<file path="config.mk">
export PLATFORM = sky130hd
export DESIGN_NAME = hazard_ctrl
export DESIGN_NICKNAME = d
export VERILOG_FILES = /design/src/rtl/hazard_ctrl.sv
export SDC_FILE = /design/constraint.sdc
export NUM_CORES = 1
export LEC_CHECK = 0
export BUFFER_PORTS_ARGS = -buffer_cell sky130_fd_sc_hd__buf_2
export CORE_ASPECT_RATIO = 0.75
export CORE_MARGIN = 3
export CORE_UTILIZATION = 35
export DETAILED_ROUTE_END_ITERATION = 16
export GPL_TIMING_DRIVEN = 0
export PLACE_DENSITY = 0.59
export SKIP_LAST_GASP = 1
export SYNTH_ARGS = -nofsm -noshare
export SYNTH_HDL_FRONTEND = slang
export SYNTH_SLANG_ARGS = --single-unit
</file>
<file path="constraint.sdc">
create_clock -name clk -period 1.85 [get_ports clk]
set_input_delay 0.2775 -clock clk [delete_from_list [all_inputs] [get_ports clk]]
set_output_delay 0.2775 -clock clk [all_outputs]
set_load 0.01 [all_outputs]
</file>
<file path="src/rtl/hazard_ctrl.sv">
// Pipeline sequencing controller for the 5-stage RV32I core: stalls and flushes
// the pipeline registers for load-use, taken-branch, fetch-miss and data-memory wait.
module hazard_ctrl #(
    parameter int REG_ADDR_W  = 5,
    parameter int CNT_W       = 32,
    parameter int MEM_TIMEOUT = 255
) (
    input  logic                  clk,
    input  logic                  rst,
    input  logic [REG_ADDR_W-1:0] id_rs1,
    input  logic [REG_ADDR_W-1:0] id_rs2,
    input  logic                  id_uses_rs1,
    input  logic                  id_uses_rs2,
    input  logic [REG_ADDR_W-1:0] ex_rd,
    input  logic                  ex_mem_read,
    input  logic                  ex_branch_taken,
    input  logic                  imem_ready,
    input  logic                  dmem_req,
    input  logic                  dmem_ready,
    output logic                  pc_we,
    output logic                  if_id_we,
    output logic                  id_ex_we,
    output logic                  ex_mem_we,
    output logic                  mem_wb_we,
    output logic                  if_id_flush,
    output logic                  id_ex_flush,
    output logic [1:0]            state,
    output logic                  mem_err,
    output logic [CNT_W-1:0]      stall_cnt,
    output logic [CNT_W-1:0]      flush_cnt
);

    typedef enum logic [1:0] {
        RUN   = 2'd0,
        DWAIT = 2'd1
    } state_t;

    localparam int WAIT_W = (MEM_TIMEOUT < 1) ? 1 : $clog2(MEM_TIMEOUT + 1);
    localparam logic [WAIT_W-1:0] TIMEOUT_V = WAIT_W'(MEM_TIMEOUT);

    state_t            state_q;
    state_t            next_state;
    logic [WAIT_W-1:0] wait_cnt;
    logic              lu;
    logic              freeze;
    logic              br_flush;

    assign lu = ex_mem_read && (ex_rd != '0) &&
                ((id_uses_rs1 && (id_rs1 == ex_rd)) || (id_uses_rs2 && (id_rs2 == ex_rd)));

    // An idle data port (dmem_req = 0) never holds the pipeline.
    assign freeze = dmem_req && !dmem_ready;

    assign state = state_q;

    // RUN and DWAIT share the enable logic: the wait cycle that sees dmem_ready
    // already resolves branch / load-use / fetch, so only the wait counter differs.
    always_comb begin
        // NOTE: every output gets a default first so no path leaves a latch behind.
        pc_we       = 1'b1;
        if_id_we    = 1'b1;
        id_ex_we    = 1'b1;
        ex_mem_we   = 1'b1;
        mem_wb_we   = 1'b1;
        if_id_flush = 1'b0;
        id_ex_flush = 1'b0;
        br_flush    = 1'b0;
        next_state  = RUN;

        if (!rst) begin
            pc_we     = 1'b0;
            if_id_we  = 1'b0;
            id_ex_we  = 1'b0;
            ex_mem_we = 1'b0;
            mem_wb_we = 1'b0;
        end else if (freeze) begin
            pc_we      = 1'b0;
            if_id_we   = 1'b0;
            id_ex_we   = 1'b0;
            ex_mem_we  = 1'b0;
            mem_wb_we  = 1'b0;
            next_state = DWAIT;
        end else if (ex_branch_taken) begin
            if_id_flush = 1'b1;
            id_ex_flush = 1'b1;
            br_flush    = 1'b1;
        end else if (lu) begin
            // The bubble clears ex_mem_read, so this lasts exactly one cycle.
            pc_we       = 1'b0;
            if_id_we    = 1'b0;
            id_ex_flush = 1'b1;
        end else if (!imem_ready) begin
            pc_we       = 1'b0;
            if_id_flush = 1'b1;
        end
    end

    always_ff @(posedge clk) begin
        // NOTE: sequential state uses non-blocking assignments only.
        if (!rst) begin
            state_q   <= RUN;
            wait_cnt  <= '0;
            mem_err   <= 1'b0;
            stall_cnt <= '0;
            flush_cnt <= '0;
        end else begin
            state_q <= next_state;

            if (next_state == RUN) begin
                wait_cnt <= '0;
            end else if (state_q == DWAIT && wait_cnt != TIMEOUT_V) begin
                wait_cnt <= wait_cnt + 1'b1;
            end

            // Sticky: the FSM keeps waiting, only reset clears the flag.
            if (state_q == DWAIT && wait_cnt == TIMEOUT_V) begin
                mem_err <= 1'b1;
            end

            if (!pc_we && stall_cnt != '1) begin
                stall_cnt <= stall_cnt + 1'b1;
            end
            if (br_flush && flush_cnt != '1) begin
                flush_cnt <= flush_cnt + 1'b1;
            end
        end
    end

endmodule

</file>
Word-level counts from Yosys, hierarchy flattened
Cells that the tools add are included.

storage, ports and cells
  flip-flop bits (word level) = 75
  bits of input ports = 24
  word-level logic and storage cells = 56
  output and inout bits = 74

cells by class
  bitwise operators = 1
  reductions and logical operators = 15
  $add $sub $neg = 3
  multiplexer cells = 25
  equal/unequal tests = 7

operators by type and width
  operator                 count
  $add A32 B1 Y32 const B  2
  $ne A32 B32 Y1 const B   2
  $mux W1                  25
  $eq A5 B5 Y1             2
  $logic_and A1 B1 Y1      9
  $add A8 B1 Y8 const B    1
  $eq A8 B8 Y1 const B     1
  $ne A8 B8 Y1 const B     1
  $reduce_bool A5 Y1       1
  $eq A2 B1 Y1 const B     1
  $logic_not A1 Y1         2
  $logic_not A2 Y1         1
  $reduce_or A2 Y1         1
  $logic_or A1 B1 Y1       1
  $not A1 Y1               1

Logic depth before layout (Yosys ltp)
Gate-level depths: netlist (run 1).

  depth in word-level cells = 10
  gate-level depth with buffers = 10
  mapped depth without buffers = 7

Worst setup path after synthesis (run 1)
Ideal clock, no wire load.

  path type = register -> register
  start = register stall_cnt[0]
  end = register stall_cnt[23]
  period minus slack after synthesis = 2,009 ps
  path buffers = 2
  path slack = -159 ps
  data arrival time = 1,876 ps
  stages on the path, launching flop included = 10
  data required time = 1,718 ps
  library setup time = 132 ps
  cell sequence = dfxtp_1 -> ha_1 -> and2_1 -> buf_2 -> nand4_1 -> or4_1 -> clkbuf_1 -> nand4_1 -> or3_1 -> a21oi_1

on the way
  longest elaborated chain between the ends = 2
  elaborated cells on any way between the ends = 3
  those cells by class = add/sub (1); eq/ne (1); reduce/logical (1)

RTL lines
  item                                                     line  text
  start: declaration                                       29    output logic [CNT_W-1:0] stall_cnt,
  start signal: assignment                                 121   stall_cnt <= stall_cnt + 1'b1;
  branches (longest 2 deep; another with $add A32 B1 Y32)  -

Several ways; the timed one is not identified.
A chain may end at the register's enable or synchronous reset.

Final worst setup path (run 1)
  start = register stall_cnt[0]
  end = register stall_cnt[11]

The elaborated chain is that of the path after synthesis.

==> metrics.txt, run 1 <==
Crit. Startpoint=stall_cnt[0]; Synthesized Nets=490; filler instances=940; switch share=0.239; highest-delay cell along the critical path=or3_4; failing checks=negative setup slack; Clock Path Buffers=2; sinks on the clock net=74; synth warn=0; die footprint=12400 um^2; NetSw=0.870 mW; GRT Overall Usage=0.209; Iter 0 DRT Violations=294; Clock Skew=5.29 ps; final std cells w/o fill=767; RePlAce Congestion=0.809; Synth top area share=0.381; top fanout value on the critical path=3; Reg power frac=0.439; layout cell share with drive strength beyond 1=0.502; DRT Pass-1 Iters=4; worst setup margin=-252 ps; slowest stage delay, CP=390 ps; Hold Slack=286 ps; top_reg_cell synth=dfxtp_1; Worst Path Required=2110 ps; power per cell area=589 nW/um^2; DP Area=4610 um^2; Hold Path Origin=rst; vias=4254; reg2reg end=stall_cnt[11]; post-DR vias/cell=5.55; Worst Setup Path Type=flip-flop to flip-flop; crit end category=flip-flop; maximum clock rate=0.476 GHz; status=complete, but fails checks; diode count=0; area leader, netlist=dfxtp_1; DP Cell Count=695; synthesized flop and latch total=74; Inserted Clock Buffers=9; Post-synth EDFFs=0; final setup vio count=35; TritonCTS clock tree=yes; most used cell, CP=or3_4; top post-synthesis cells by area=dfxtp_1 38%, xnor2_1 6.1%, a21oi_1 4.8%, nand4_1 3.9%, nor2_1 3.9%; register area share after synthesis=0.381; HPWL Detailed=8360 um; crit path DAT=2370 ps; Leakage=2.42 nW; Max-slew headroom=0.552; crit path time final=2100 ps; CP Cell Sequence=ha_4 -> and2_4 -> nand4_1 -> nor4_4 -> buf_4 -> buf_6 -> or3_4 -> or3_4 -> a21oi_2; CTS Root Cell=clkbuf_16; Hold Path Stages=3; clock slew at reported path FFs=60 ps; I/O Buffers=96; hold_buf cts=0; critical path launch point type=flip-flop; number of global-route vias before repair=3999; CORE AREA=10600 um^2; Finished Cell Area=6190 um^2; drt total wl=13500 um; P_int=2.78 mW; asr flop ratio synth=0; Core Rows=32; Final Power=3.65 mW; wire per inst=17.6 um; mean post-synth cell area=8.41 um^2; clock power share=0.461; final hold viol count=0; Worst-Margin Slew=672 ps; worst skew pair latency=340 ps; post-route ant nets=0; RR Startpoint=stall_cnt[0]; peak supply drop=0.000512 V; max cap viols=0; drc violations=0; first-pass GRT wire length=21000 um; cells after synthesis=463; largest net degree at the start of global routing=12; cells on worst reg2reg path=9; Reg2Reg Setup Slack=-250 ps; GR Overflow Total=0; Comb pwr share=0.099; I/O pin total=98; Tcrit/Tclk final=1.14; Synth cell types=52; Min-Delay Path Class=primary input to flip-flop; Chip Height=97.3 um; Worst Setup EP=stall_cnt[11]; initial core utilization=0.368; Chip Width=128 um; Setup TNS=-4760 ps; RSZ-0062 raised after global routing=yes; initial antenna violation count=0; nets@finish=653; area delta synth->final=59.0%; fin. max-slew vios=0; Synth Cell Area=3890 um^2; H-tree depth=3
[layer usage]
metal / routed length (um) / share of wire / track usage
met1: 6090 / 0.45 / 0.280
met2: 6300 / 0.47 / 0.331
met3: 904 / 0.067 / 0.0533
met4: 208 / 0.015 / 0.0636
met5: 0 / 0 / 0
[repair_timing]
| item | 4_1_cts | 5_1_grt |
|---|---|---|
| buffers inserted | 30 | 23 |
| pin swaps | 67 | 36 |
| gates cloned | 6 | 2 |
| endpoints found under the setup margin | 64 | 65 |
| resized for setup | 117 | 78 |
[placed cells by master, fill, tap and decap left out, types with 6 or more instances in the layout]
cell,count
buf_2,86
buf_4,46
nor2_1,38
dfxtp_1,32
nand2_1,29
dfxtp_2,29
a21oi_1,27
nand4_1,24
buf_6,23
xnor2_1,21
nand3_1,21
o21ai_0,20
or3_1,15
xor2_1,13
or4_1,13
dfxtp_4,13
a21oi_2,10
and3_1,9
clkbuf_16,9
inv_1,8
clkbuf_1,8
buf_8,7
and4_4,7
o31ai_1,7
xnor2_2,6
or4_4,6
nor4_4,6
[power by group through the flow]
stage / logic [mW] / registers (mW) / clock network [mW]
after CTS: 0.343 / 1.61 / 1.73
after global routing: 0.389 / 1.60 / 1.78
after detailed placement: 0.227 / 1.65 / 0
after global placement: 0.223 / 1.65 / 0
final: 0.363 / 1.60 / 1.68
after floorplan: 0.127 / 1.65 / 0
[kinds of logic (layout without fill, tap and decap cells)]
family,count (synthesis),count (layout),synth area share
AOI/OAI and AO/OA,85,87,0.132
xor gates and xnor gates,40,40,0.0900
adders and majority gates,3,3,0.00964
buffers and inverters,36,202,0.0492
DFF,74,74,0.381
muxes,3,3,0.00771
other,1,1,0.000963
and+or+nand+nor,221,221,0.330
[worst min-delay path by stage]
stage / endpoint / slack, ps
2_1_floorplan: stall_cnt[17] / 420
3_3_place_gp: mem_err / 460
3_5_place_dp: mem_err / 460
4_1_cts: stall_cnt[17] / 270
5_1_grt: stall_cnt[17] / 290
6_report: stall_cnt[17] / 290
[Yosys cell counts (3+ instances only)]
master	n
inv_1	8
or3_1	19
nand4b_1	3
o21ai_1	3
nand3_1	25
nor3_1	6
a21oi_1	37
and3_1	11
o31ai_1	15
ha_1	3
nor2_1	40
xnor2_1	27
nand2_1	31
o21ai_0	20
nor4_1	5
buf_2	5
buf_4	9
clkbuf_1	10
xor2_1	13
dfxtp_1	74
or4_1	19
and4_1	11
nand2b_1	6
mux2i_1	3
nand4_1	24
[final cells by class]
class / instances / area (um^2) / area share
tap: 136 / 170 / 0.0275
clock buffer: 14 / 274 / 0.0443
inverter: 8 / 30.0 / 0.00485
sequential: 74 / 1570 / 0.253
timing repair buffer: 154 / 1120 / 0.180
buffer: 24 / 235 / 0.0380
clock inverter: 2 / 10.0 / 0.00162
multi-input combinational: 355 / 2790 / 0.450
[flip-flops by register name, summed over array words and instances (netlist names)]
| register | flops |
|---|---|
| flush_cnt | 32 |
| stall_cnt | 32 |
| wait_cnt | 8 |
| mem_err | 1 |
| state | 1 |
[per-stage QoR]
step	setup WS (ps)	util
after floorplan	-40.7	-
after global placement	-682	0.437
after detailed placement	-695	0.437
after CTS	-283	0.545
after global routing	-331	0.586
final	-252	0.586
[worst max-delay path, delay by kind of cell (launching register included)]
| kind | cells | cell delay (ps) |
|---|---|---|
| AND/OR/NAND/NOR | 5 | 1140 |
| AO/OA/AOI/OAI | 1 | 130 |
| buffers and inverters | 2 | 270 |
| flip-flops | 1 | 350 |
| adder cells (fa/ha/maj) | 1 | 150 |
(Power assumes the default switching activity.)
==> inputs of run 2 (changes only) <==
- PLACE_DENSITY: 0.59 -> 0.69
==> run 2 against run 1 <==
The run still ends with negative setup slack left. Sequential share of layout area decreased by 1.1 points. Setup slack got worse by 18 ps. First-iteration DRC count decreased by 19%. Count of clock-buffer cells in the layout decreased by 5. Critical path type unchanged. Critical endpoint unchanged.
==> metrics.txt, run 2 (same netlist as run 1, synthesis figures left out) <==
initial core utilization=0.368 (unchanged); layout cell share with drive strength beyond 1=0.552 (+0.0493); Finished Cell Area=6470 um^2 (+4.6%); Core Rows=32 (unchanged); final std cells w/o fill=803 (+4.7%); Worst Path Required=2100 ps (about the same); RePlAce Congestion=0.874 (+8.0%); nets@finish=689 (+5.5%); final hold viol count=0 (unchanged); failing checks=negative setup slack; peak supply drop=0.000456 V (-11%); max cap viols=0 (unchanged); sinks on the clock net=74 (unchanged); commonest non-fill, non-tap cell in the layout=buf_2; area delta synth->final=66.3%; Chip Width=128 um (unchanged); FF+latch area=1570 um^2 (+0.16%); number of global-route vias before repair=3998 (-0.025%); DP Cell Count=695 (unchanged); Clock Skew=6.91 ps (+1.61 ps); filler instances=880 (-6.4%); power per cell area=592 nW/um^2 (+0.58%); GRT Overall Usage=0.205 (-0.00485); DP Area=4610 um^2 (unchanged); Min-Delay Path Class=primary input to flip-flop; hold_buf cts=0 (unchanged); post-DR vias/cell=5.50 (-0.85%); Hold Path Stages=3 (unchanged); RSZ-0062 raised after global routing=yes; cells on worst reg2reg path=9 (unchanged); vias=4416 (+3.8%); Critical Path Stages=9 (unchanged); Leakage=2.60 nW (+7.4%); Chip Height=97.3 um (unchanged); commonest non-fill, non-tap cells in the layout=94 x buf_2, 79 x buf_4, 38 x nor2_1; multi-input logic area=2830 um^2 (+1.5%); Clock Path Buffers=2 (unchanged); final setup vio count=41 (+17%); clock slew at reported path FFs=60 ps (about the same); H-tree depth=3 (unchanged); Tcrit/Tclk final=1.15 (+0.00993); maximum clock rate=0.472 GHz (-0.87%); I/O Buffers=96 (unchanged); CP Cell Sequence=ha_4 -> and2_4 -> nand4_1 -> nor4_4 -> buf_4 -> buf_6 -> or3_4 -> or3_4 -> a21oi_2; drc violations=0 (unchanged); Inserted Clock Buffers=9 (unchanged); wire per inst=17.5 um (-0.47%); Buf/Inv on CP=2 (unchanged); slowest stage delay, CP=390 ps (about the same); die footprint=12400 um^2 (unchanged); CTS Root Cell=clkbuf_16; CORE AREA=10600 um^2 (unchanged); crit path time final=2120 ps (+18.4 ps); Worst-Margin Slew=682 ps (+9.74 ps); drt total wl=14100 um (+4.2%); Max-slew headroom=0.546 (-0.00649); worst setup margin=-270 ps (-18.4 ps); GR Overflow Total=0 (unchanged); status=complete, but fails checks; first-pass GRT wire length=20900 um (-0.69%); top fanout value on the critical path=3 (unchanged); largest net degree at the start of global routing=14 (+2); Hold Slack=322 ps (+35.5 ps); fin. max-slew vios=0 (unchanged); I/O pin total=98 (unchanged); HPWL Detailed=8250 um (-1.3%); most used cell, CP=or3_4; Worst Setup Path Type=flip-flop to flip-flop; initial antenna violation count=0 (unchanged); crit path DAT=2370 ps (about the same); post-route ant nets=0 (unchanged); DRT Pass-1 Iters=5 (+1); TritonCTS clock tree=yes; highest-delay cell along the critical path=or3_4; Top Registers=flush_cnt (32), stall_cnt (32), wait_cnt (8); CP top delay family=simple AND/OR/NAND/NOR gates; crit end category=flip-flop; worst skew pair latency=330 ps (about the same); Iter 0 DRT Violations=238 (-19%); critical path launch point type=flip-flop; diode count=0 (unchanged)
==> run 2: cell count changes in the layout (fill, tap and decap cells not counted), moves of 3 or more <==
cell	change
buf_4	+33
buf_2	+8
buf_6	-6
o31ai_2	+6
xnor2_1	+6
xnor2_2	-6
nand2_2	+5
clkbuf_8	-4
nand2_1	-4
nor3_1	-4
nor3_4	+3
o21ai_2	+3
o31ai_1	-3
o31ai_4	-3
==> run 2: path summary, 6_finish.rpt <==
kind	slack, ps	endpoint	startpoint
worst max-delay path	-270	stall_cnt[11]	stall_cnt[1]
worst min-delay path	320	stall_cnt[17]	rst
worst max register to register	-270	stall_cnt[11]	stall_cnt[1]
worst min register to register	480	mem_err	mem_err
==> run 2: tightest hold or removal path: stages <==
cell      delay (ps)
buf_2            150
nand2b_1         100
o41ai_2           80
==> run 2: where the power goes <==
part	leakage, nW	switching (mW)	internal (mW)
registers	0.622	0.0147	1.58
clock network	0.156	0.702	1.18
logic	1.82	0.192	0.164
==> run 2: stage by stage <==
| step | utilization | power (mW) | setup WS, ps | setup TNS (ps) |
|---|---|---|---|---|
| floorplan | - | 1.78 | -40.7 | -80.9 |
| global placement | 0.437 | 1.87 | -517 | -14860 |
| detailed placement | 0.437 | 1.87 | -562 | -17820 |
| CTS | 0.552 | 3.81 | -271 | -4180 |
| global route | 0.613 | 3.96 | -334 | -9160 |
| finish | 0.613 | 3.84 | -270 | -4110 |
==> run 2: final cells by class <==
type	count	area share
clock buffers	9	0.0348
inverters	8	0.00464
multi-input cells	355	0.437
well taps	136	0.0263
repair buffers	191	0.208
clock inverters	7	0.0143
flip-flops and latches	74	0.242
plain buffers	23	0.0330
==> run 2: layer usage <==
metal,global-route usage,vias to the layer above,routed length (um)
met5,0,-,0
met4,0.0449,0,103
met3,0.0462,8,620
met2,0.315,128,6870
met1,0.292,2166,6480
li1,-,2114,-
==> run 2: timing repair <==
item,in CTS,in global routing
setup endpoints to repair,62,65
hold endpoints to repair,0,0
buffers inserted,54,41
gates resized for setup,102,99
cloned,4,1
pin swaps,59,35
==> inputs of run 3 (changes only) <==
- CELL_PAD_IN_SITES_DETAIL_PLACEMENT: not set -> 1
- CELL_PAD_IN_SITES_GLOBAL_PLACEMENT: not set -> 2
- CORE_UTILIZATION: 35 -> 28
- PLACE_DENSITY: 0.69 -> 0.86
- SLEW_MARGIN: not set -> 5
==> run 3 against run 2 <==
The flow still finishes with violations (negative setup slack). Final cell count up 3.7%. Setup slack worse by 40 ps. Sequential power about the same. Fmax decreased by 1.9%. Worst hold slack got worse by 2.1 ps. Sequential share of layout area decreased by 0.35 points. Count of clock-buffer cells in the layout is 1 higher. Largest cell class unchanged.
==> metrics.txt, run 3 (same netlist as run 1, synthesis figures left out) <==
drc violations=0 (unchanged); Iter 0 DRT Violations=241 (+1.3%); sinks on the clock net=74 (unchanged); I/O Buffers=96 (unchanged); failing checks=negative setup slack; crit path DAT=2420 ps (+50 ps); layout cell share with drive strength beyond 1=0.563 (+0.0117); final hold viol count=0 (unchanged); Tcrit/Tclk final=1.17 (+0.0216); initial core utilization=0.293 (-0.0753); Worst-Margin Slew=664 ps (-17.1 ps); Reg power frac=0.432 (+0.015); clock power share=0.469 (-0.021); crit path time final=2160 ps (+40.0 ps); diode count=0 (unchanged); number of global-route vias before repair=4550 (+14%); P_int=2.73 mW (-6.6%); initial antenna violation count=0 (unchanged); Clock Path Buffers=2 (unchanged); CP Cell Sequence=ha_4 -> and2_4 -> nand4_1 -> nor4_4 -> buf_4 -> buf_6 -> or3_4 -> or3_4 -> a21oi_2; first-pass GRT wire length=23800 um (+14%); worst skew pair latency=340 ps (about the same); vias=4439 (+0.52%); NetSw=0.956 mW (+5.2%); slowest stage delay, CP=390 ps (about the same); Comb pwr share=0.099 (+0.006); crit end category=flip-flop; Min-Delay Path Class=primary input to flip-flop; status=complete, but fails checks; Core Rows=36 (+13%); die footprint=15400 um^2 (+24%); highest-delay cell along the critical path=or3_4; Setup WS pre-CTS=-658 ps (-96.9 ps); H-tree depth=3 (unchanged); I/O pin total=98 (unchanged); Top Registers=flush_cnt (32), stall_cnt (32), wait_cnt (8); Chip Height=108 um (+11%); nets@finish=684 (-0.73%); switch share=0.259 (+0.0223); maximum clock rate=0.463 GHz (-1.9%); GR Overflow Total=0 (unchanged); commonest non-fill, non-tap cells in the layout=92 x buf_2, 74 x buf_4, 37 x nor2_1; peak supply drop=0.000501 V (+10%); drt total wl=16300 um (+16%); HPWL Detailed=9820 um (+19%); DP Cell Count=730 (+5.0%); RSZ-0062 raised after global routing=yes; RePlAce Congestion=0.863 (-1.3%); Clock Skew=12.8 ps (+5.85 ps); post-DR vias/cell=5.33 (-3.1%); fin. max-slew vios=0 (unchanged); area delta synth->final=69.8%; post-route ant nets=0 (unchanged); TritonCTS clock tree=yes; top fanout value on the critical path=3 (unchanged); worst setup margin=-310 ps (-40.0 ps); Chip Width=142 um (+11%); power per cell area=558 nW/um^2 (-5.8%); most used cell, CP=or3_4; final std cells w/o fill=833 (+3.7%); GRT Overall Usage=0.193 (-0.0111); critical path launch point type=flip-flop; Worst Setup Path Type=flip-flop to flip-flop; Worst Path Required=2110 ps (about the same); clock slew at reported path FFs=70 ps (about the same); Max-slew headroom=0.557 (+0.0114); DRT Pass-1 Iters=4 (-1); wire per inst=19.6 um (+12%); max cap viols=0 (unchanged); commonest non-fill, non-tap cell in the layout=buf_2; Inserted Clock Buffers=9 (unchanged); Leakage=2.60 nW (about the same); CORE AREA=13300 um^2 (+26%); final setup vio count=34 (-17%); hold_buf cts=0 (unchanged); post-layout util=0.498 (-0.115); largest net degree at the start of global routing=14 (unchanged); Final Power=3.69 mW (-3.8%); CTS Root Cell=clkbuf_16
[run 3: stage by stage]
stage	hold WS, ps	area [um^2]	setup TNS (ps)
after global routing	315	6610	-9830
after CTS	276	5780	-4960
after floorplan	419	3960	-80.9
after global placement	466	4660	-17480
final	320	6610	-4580
after detailed placement	478	4660	-22170
[run 3: power groups by stage]
stage                     Clock [mW]  Sequential [mW]  Combinational [mW]
after floorplan                    0             1.65               0.127
after global placement             0             1.65               0.226
after detailed placement           0             1.65               0.234
after CTS                       1.76             1.60               0.283
after global routing            1.82             1.59               0.396
final                           1.73             1.59               0.366
[run 3: path summary, 6_finish.rpt]
kind                      from  cells after the start       endpoint  slack [ps]
hold / removal             rst                      3  stall_cnt[17]         320
hold reg to reg    wait_cnt[1]                      2    wait_cnt[1]         490
setup reg to reg  stall_cnt[0]                      9  stall_cnt[11]        -310
setup / recovery  stall_cnt[0]                      9  stall_cnt[11]        -310
[run 3: critical path: cells and delay by family, from the launching register on]
family / cells / cell delay [ps]
simple gates: 5 / 1180
flops: 1 / 340
buf+inv: 2 / 260
fa+ha+maj: 1 / 160
compound gates: 1 / 140
[run 3: area by class of cell]
| type | instances | area, um^2 |
|---|---|---|
| buffer | 22 | 226 |
| clock buffer | 10 | 250 |
| fill | 1514 | 6680 |
| timing repair buffer | 188 | 1360 |
| tap | 171 | 214 |
| inverter | 8 | 30.0 |
| multi-input combinational | 354 | 2910 |
| clock inverter | 6 | 38.8 |
| sequential | 74 | 1580 |
[run 3: timing repair]
action / CTS / global route
pin swaps: 48 / 70
endpoints found under the setup margin: 62 / 66
endpoints found under the hold margin: 0 / 0
setup buffers: 51 / 42
gates resized for setup: 104 / 127
gates cloned: 3 / 3
[run 3: per-layer routing]
metal  track usage  vias to the layer above  routed length, um
li1              -                     2101                  -
met1         0.257                     2217               7590
met2         0.328                      102               7890
met3        0.0345                       19                605
met4        0.0432                        0                216
met5             0                        -                  0
